<file path="config.mk">
export PLATFORM = sky130hd
export DESIGN_NAME = qpoint_lif_neuron
export DESIGN_NICKNAME = d
export VERILOG_FILES = /design/src/rtl/qpoint_lif_neuron.sv
export SDC_FILE = /design/constraint.sdc
export NUM_CORES = 1
export LEC_CHECK = 0
export ABC_AREA = 1
export ABC_CLOCK_PERIOD_IN_PS = 2800
export CORE_UTILIZATION = 51
export CTS_BUF_LIST = sky130_fd_sc_hd__clkbuf_4 sky130_fd_sc_hd__clkbuf_8
export DETAILED_ROUTE_END_ITERATION = 6
export HOLD_SLACK_MARGIN = 0.08
export PLACE_DENSITY = 0.89
export SYNTH_ARGS = -nofsm -noshare
export SYNTH_HDL_FRONTEND = slang
export SYNTH_SLANG_ARGS = --single-unit
</file>
<file path="constraint.sdc">
create_clock -name clk -period 2.8 [get_ports clk]
set_input_delay 0.42 -clock clk [delete_from_list [all_inputs] [get_ports clk]]
set_output_delay 0.42 -clock clk [all_outputs]
set_load 0.02 [all_outputs]
</file>
<file path="src/rtl/qpoint_lif_neuron.sv">
// Leaky integrate-and-fire neuron fed by the Q-point synaptic adder.
// Optional macro LIF_SPIKE_COUNT_EN adds a saturating 16-bit spike counter output.
//
// state     | meaning
// ----------+------------------------------------------------------------
// INTEGRATE | accepting samples; leak, add, saturate, compare to threshold
// REFRACT   | post-spike hold-off; input blocked, membrane held at V_RESET
module qpoint_lif_neuron #(
  parameter int IN_WIDTH      = 9,
  parameter int FRAC          = 4,
  parameter int MEM_WIDTH     = 12,
  parameter int THRESH        = 256,
  parameter int V_RESET       = 0,
  parameter int LEAK_SHIFT    = 3,
  parameter int REFRAC_CYCLES = 2
) (
  input  logic                        clk,
  input  logic                        rst,
  input  logic                        in_valid,
  input  logic signed [IN_WIDTH-1:0]  in_current,
  output logic                        in_ready,
  output logic                        spike,
  output logic signed [MEM_WIDTH-1:0] membrane,
`ifdef LIF_SPIKE_COUNT_EN
  output logic [15:0]                 spike_count,
`endif
  output logic                        refractory
);

  localparam int CW = (REFRAC_CYCLES > 0) ? $clog2(REFRAC_CYCLES + 1) : 1;
  localparam logic signed [MEM_WIDTH-1:0] THRESH_M  = MEM_WIDTH'(THRESH);
  localparam logic signed [MEM_WIDTH-1:0] V_RESET_M = MEM_WIDTH'(V_RESET);
  localparam logic [CW-1:0]               REFRAC_M  = CW'(REFRAC_CYCLES);

  // FRAC only documents the Q-point; it must still leave room for an integer part.
  if (MEM_WIDTH <= IN_WIDTH) begin : g_chk_width
    $error("MEM_WIDTH must exceed IN_WIDTH");
  end
  if (FRAC >= IN_WIDTH) begin : g_chk_frac
    $error("FRAC must be smaller than IN_WIDTH");
  end

  typedef enum logic {INTEGRATE = 1'b0, REFRACT = 1'b1} state_t;

  state_t                      state_q, state_d;
  logic [CW-1:0]               cnt_q, cnt_d;
  logic signed [MEM_WIDTH-1:0] v_q, v_d;
  logic                        spike_q, spike_d;

  logic signed [MEM_WIDTH-1:0] leak;
  logic signed [MEM_WIDTH:0]   sum;
  logic signed [MEM_WIDTH-1:0] v_next;
  logic                        fire;

  always_comb begin
    leak = v_q >>> LEAK_SHIFT;
    sum  = (MEM_WIDTH+1)'(v_q) - (MEM_WIDTH+1)'(leak) + (MEM_WIDTH+1)'(in_current);
    // Overflow shows up as disagreement between the guard bit and the MEM_WIDTH sign bit.
    if (sum[MEM_WIDTH] != sum[MEM_WIDTH-1]) begin
      v_next = sum[MEM_WIDTH] ? {1'b1, {(MEM_WIDTH-1){1'b0}}}
                              : {1'b0, {(MEM_WIDTH-1){1'b1}}};
    end else begin
      v_next = sum[MEM_WIDTH-1:0];
    end
    fire = (v_next >= THRESH_M);
  end

  always_comb begin
    state_d = state_q;
    cnt_d   = cnt_q;
    v_d     = v_q;
    spike_d = 1'b0;
    case (state_q)
      INTEGRATE: begin
        if (in_valid) begin
          if (fire) begin
            spike_d = 1'b1;
            v_d     = V_RESET_M;
            if (REFRAC_CYCLES > 0) begin
              state_d = REFRACT;
              cnt_d   = REFRAC_M;
            end
          end else begin
            v_d = v_next;
          end
        end
      end
      REFRACT: begin
        if (cnt_q <= CW'(1)) begin
          state_d = INTEGRATE;
          cnt_d   = '0;
        end else begin
          cnt_d = cnt_q - CW'(1);
        end
      end
      default: state_d = INTEGRATE;
    endcase
  end

  always_ff @(posedge clk) begin
    if (rst) begin
      state_q <= INTEGRATE;
      cnt_q   <= '0;
      v_q     <= '0;
      spike_q <= 1'b0;
    end else begin
      state_q <= state_d;
      cnt_q   <= cnt_d;
      v_q     <= v_d;
      spike_q <= spike_d;
    end
  end

`ifdef LIF_SPIKE_COUNT_EN
  logic [15:0] spk_cnt_q, spk_cnt_d;

  always_comb begin
    spk_cnt_d = spk_cnt_q;
    if (spike_d && (spk_cnt_q != 16'hFFFF)) spk_cnt_d = spk_cnt_q + 16'd1;
  end

  always_ff @(posedge clk) begin
    if (rst) spk_cnt_q <= '0;
    else     spk_cnt_q <= spk_cnt_d;
  end

  assign spike_count = spk_cnt_q;
`endif

  assign in_ready   = (state_q == INTEGRATE);
  assign refractory = (state_q == REFRACT);
  assign spike      = spike_q;
  assign membrane   = v_q;

endmodule

</file>
### Word-level counts from Yosys, hierarchy flattened

Cells that the tools add are included.
Widths: inputs -> output; s select.

* register bits after elaboration: 16
* input bits: 12
* logic and storage cells: 27

* bitwise operators: 1
* multiplexer cells: 11
* $add $sub $neg: 3
* reductions and logical operators: 3
* equality and inequality tests: 3
* order comparisons: 2

Operators with widths (count)
* $mux 12: 3
* $add 13x9->13: 1
* $sub 12x9->13: 1
* $ge 12x10->1 const B: 1
* $mux 2: 3
* $pmux 2 s2: 1
* $reduce_and 2->1: 2
* $mux 1: 3
* $le 2x1->1 const B: 1
* $ne 2x1->1 const B: 1
* $ne 2x2->1 const B: 1
* $pmux 1 s2: 1
* $reduce_or 2->1: 1
* $sub 2x1->2 const B: 1
* $ne 1x1->1: 1
* $not 1->1: 1

### Logic depth before layout (Yosys ltp)

* word-level depth: 8
* gate-level depth with buffers: 19

### Least setup slack after synthesis

Ideal clock, no wire load.

* path kind: register -> register
* start: register v_q[1] (netlist: membrane[1])
* end: register cnt_q[0]
* buffers on the path: 0
* library setup time: 0.132 ns
* slack: 0.119 ns
* stages on the path, launching flop included: 17
* arrival time: 2.549 ns
* data required time: 2.668 ns
* clock period less this slack: 2.681 ns
* cells stage by stage: dfxtp_1 -> inv_1 -> fa_1 -> inv_1 -> fa_1 -> nand3_1 -> nand2_2 -> nand3_2 -> nand4_1 -> nand2_4 -> nand2_4 -> nand2_2 -> nand2_2 -> nand2_4 -> nand3_2 -> nand3_1 -> a21oi_1

* word-level cells in the longest chain between the ends: 7

Ends and longest elaborated chain
* start, declared: line 47 `logic signed [MEM_WIDTH-1:0] v_q, v_d;`
* start signal, assigned: line 109 `v_q <= v_d;`
* $sub 12x9->13 (*): line 57 `sum = (MEM_WIDTH+1)'(v_q) - (MEM_WIDTH+1)'(leak) + (MEM_WIDTH+1)'(in_current);`
* $add 13x9->13 (*): line 57
* $mux 12 / $ne 1x1->1 (equally long branches): line 60, 59
* $mux 12 (*): line 59 `if (sum[MEM_WIDTH] != sum[MEM_WIDTH-1]) begin`
* $ge 12x10->1 (*): line 65 `fire = (v_next >= THRESH_M);`
* $ne 2x1->1 (no source line) (*)
* $reduce_and 2->1 (no source line) (*)
* end signal, assigned: line 108 `cnt_q <= cnt_d;`
* end, declared: line 46 `logic [CW-1:0] cnt_q, cnt_d;`

Mark *: on every way between the ends. The rest lies on a longest branch, timed or not.
A chain may end at the register's enable or synchronous reset.

### Worst setup path after layout

* start: register v_q[3] (netlist: membrane[3])
* end: register v_q[8] (netlist: membrane[8])

* word-level cells in the longest chain between the ends: 6

Ends and longest elaborated chain
* $sub 12x9->13 (*): line 57
* $add 13x9->13 (*): line 57
* $mux 12 / $ne 1x1->1 (equally long branches): line 60, 59
* $mux 12 (*): line 59
* $ge 12x10->1: line 65
* $mux 12 (*): line 76 `if (fire) begin`

Marks and branches as above.

==> impl_metrics.json <==
{
  "first_pass_iters": 4,
  "post_drt_wl_per_cell_microns": 18.0,
  "synth.area.top_cells": "dfxtp_1, nand2_1, inv_1, fa_1, ha_1",
  "antenna_cells": 0,
  "syn_inst": 275,
  "setup_ws_ps": -23.6,
  "violations": "negative setup slack",
  "synth_top_area_share_pct": 17.6,
  "crit_path_end_kind": "flip-flop",
  "synth.distinct_cells": 24,
  "synth_common_cells": "nand2_1, inv_1, a21oi_1, dfxtp_1",
  "fin_nets": 383,
  "synthFlopType": "dfxtp_1",
  "required_ps": 2950,
  "synth_top_area_cell": "dfxtp_1",
  "finClkSkew_ps": 3.44,
  "hp-class": "flip-flop to flip-flop",
  "maxCapViolCount": 0,
  "critPathLaunchType": "flip-flop",
  "viasPerCell": 5.72,
  "dieArea_sq_um": 3810,
  "synth-seq-cells": 16,
  "cp.arrival_ps": 2980,
  "via_count": 2225,
  "startpoint": "membrane[3]",
  "slew-limit-headroom_pct": 59.7,
  "finalCritPeriodShare_pct": 101,
  "grt_overflow_total": 0,
  "grt_pass1_wl_microns": 8260,
  "cts_buffers": 3,
  "grt_max_degree": 15,
  "die_w_microns": 61.7,
  "hpwl_microns": 3520,
  "async_flop_share_pct": 0,
  "maxSlewViolCount": 0,
  "max_freq_ghz": 0.354,
  "path_clk_slew_ps": 90,
  "grt_usage_pct": 29.8,
  "portBuffers": 26,
  "root_buffer": "clkbuf_4",
  "setup.worst_path.class": "flip-flop to flip-flop",
  "fp-row-count": 21,
  "ant_nets": 0,
  "endpoint": "membrane[8]",
  "cts_sinks": 16,
  "worstPathMaxFanout": 5,
  "post-route-min-period_ps": 2820,
  "routed_wl_microns": 6980,
  "fin_hold_ws_ps": 496,
  "worst_pin_slew_ps": 603,
  "r2r_slack_ps": -20,
  "synth-edff-count": 0,
  "synth_warnings": 0,
  "area_delta_synth_final_pct": 63.0,
  "r2r-start": "membrane[3]",
  "drive_gt1_share_pct": 43.7,
  "yosysMostFrequentCell": "nand2_1",
  "cts_tree": "built",
  "postCtsHoldBufs": 0,
  "cts_max_path_buffers": 2,
  "gp_congestion": 0.817,
  "ys_seq_area_share_pct": 17.6,
  "drc_errors": 0,
  "grt_pass1_vias": 1857,
  "clkLatencyLatePin_ps": 290,
  "synthesis.nets": 313,
  "io_pins": 27,
  "syn_area_sq_um": 1820,
  "core_sq_um": 3390,
  "reg2regPathDepth": 17,
  "synth.avg_cell_area_sq_um": 6.62,
  "setup_violations": 4,
  "die_h_microns": 61.7,
  "htreeDepth": 1,
  "antenna_found_initial": 0,
  "start_util_pct": 53.7,
  "initialDrtViolationCount": 173,
  "hold_viol": 0,
  "r2r_end": "membrane[8]",
  "status": "finished, violations left"
}
## cell families (layout without fill, tap and decap cells)
| kind of cell | count (synthesis) | count (layout) | synth area share [%] |
|---|---|---|---|
| AOI/OAI and AO/OA | 32 | 32 | 10.0 |
| buffers and inverters | 69 | 136 | 14.2 |
| DFF | 16 | 16 | 17.6 |
| xor gates and xnor gates | 7 | 7 | 3.37 |
| adders and majority gates | 26 | 26 | 22.4 |
| and+or+nand+nor | 125 | 126 | 32.3 |
## sequential cells by signal, indices dropped and copies added (netlist names)
name and count:
spike 1, membrane 12, refractory 1, cnt_q 2
## routing by layer
layer / up-vias / track usage (%) / routed length, microns
li1: 989 / - / -
met1: 1055 / 34.7 / 2450
met2: 136 / 54.8 / 3620
met3: 45 / 5.38 / 515
met4: 0 / 10.2 / 398
met5: - / 0 / 0
## critical path: stages, from the launching register on
cell,delay (ps)
dfxtp_1,390
buf_4,170
ha_1,270
inv_1,40
ha_1,220
fa_2,430
nand3_2,90
nand2_4,70
nand3_4,110
nand4_1,180
nand2_4,150
nand2_4,70
nand2_4,80
nand2_4,80
nand2_8,110
nand2_8,70
nand3_1,90
a21oi_1,70
## worst min path at each step
stage	startpoint	to	slack, ps	depth (start not counted)
3_5_place_dp	cnt_q[1]	cnt_q[0]	460	2
3_3_place_gp	cnt_q[1]	cnt_q[0]	450	2
4_1_cts	cnt_q[1]	cnt_q[0]	470	2
5_1_grt	membrane[0]	membrane[0]	510	2
6_report	membrane[0]	membrane[0]	500	2
2_1_floorplan	cnt_q[1]	cnt_q[0]	440	2
## metrics by stage
step	TNS, ps	std cells	setup WS, ps	util, %	instance area (sq um)
after floorplan	0	275	119	-	1820
after global placement	-5320	368	-381	67.9	2300
after detailed placement	-7130	368	-553	67.9	2300
after CTS	0	379	2.11	77.8	2640
after global routing	-1150	389	-126	87.5	2970
final	-56.1	389	-23.6	87.5	2970
## cell usage in the layout, fill, tap and decap left out, drive strengths merged
cell type,synthesis,layout
nand3,19,19
dfxtp,16,16
a31oi,1,1
inv,67,67
clkbuf,2,3
buf,0,40
o22ai,1,1
a22oi,1,1
nand4,6,6
a21oi,21,21
dlymetal6s2s,0,7
dlygate4sd2,0,1
fa,11,11
o21ai,7,7
clkdlybuf4s50,0,18
xor2,3,3
nand2,88,89
xnor2,4,4
ha,15,15
nor2,12,12
o21bai,1,1
## what timing repair did
| action | in CTS | in global routing |
|---|---|---|
| endpoints found under the hold margin | 0 | 0 |
| gates cloned | 1 | 0 |
| setup buffers | 7 | 10 |
| setup endpoints to repair | 15 | 16 |
| resized for setup | 56 | 73 |
| pin swaps | 43 | 55 |
## cell type report
class                           count  area, sq um
Clock buffer                        3         22.5
Fill cell                         157          424
Inverter                           67          251
Multi-Input combinational cell    191         1710
Sequential cell                    16          334
Tap cell                           46         57.6
Timing Repair Buffer               66          592
Power is left out: the tool's default activity adds up to more than one toggle a clock period on the data nets, which glitch-free logic cannot reach.
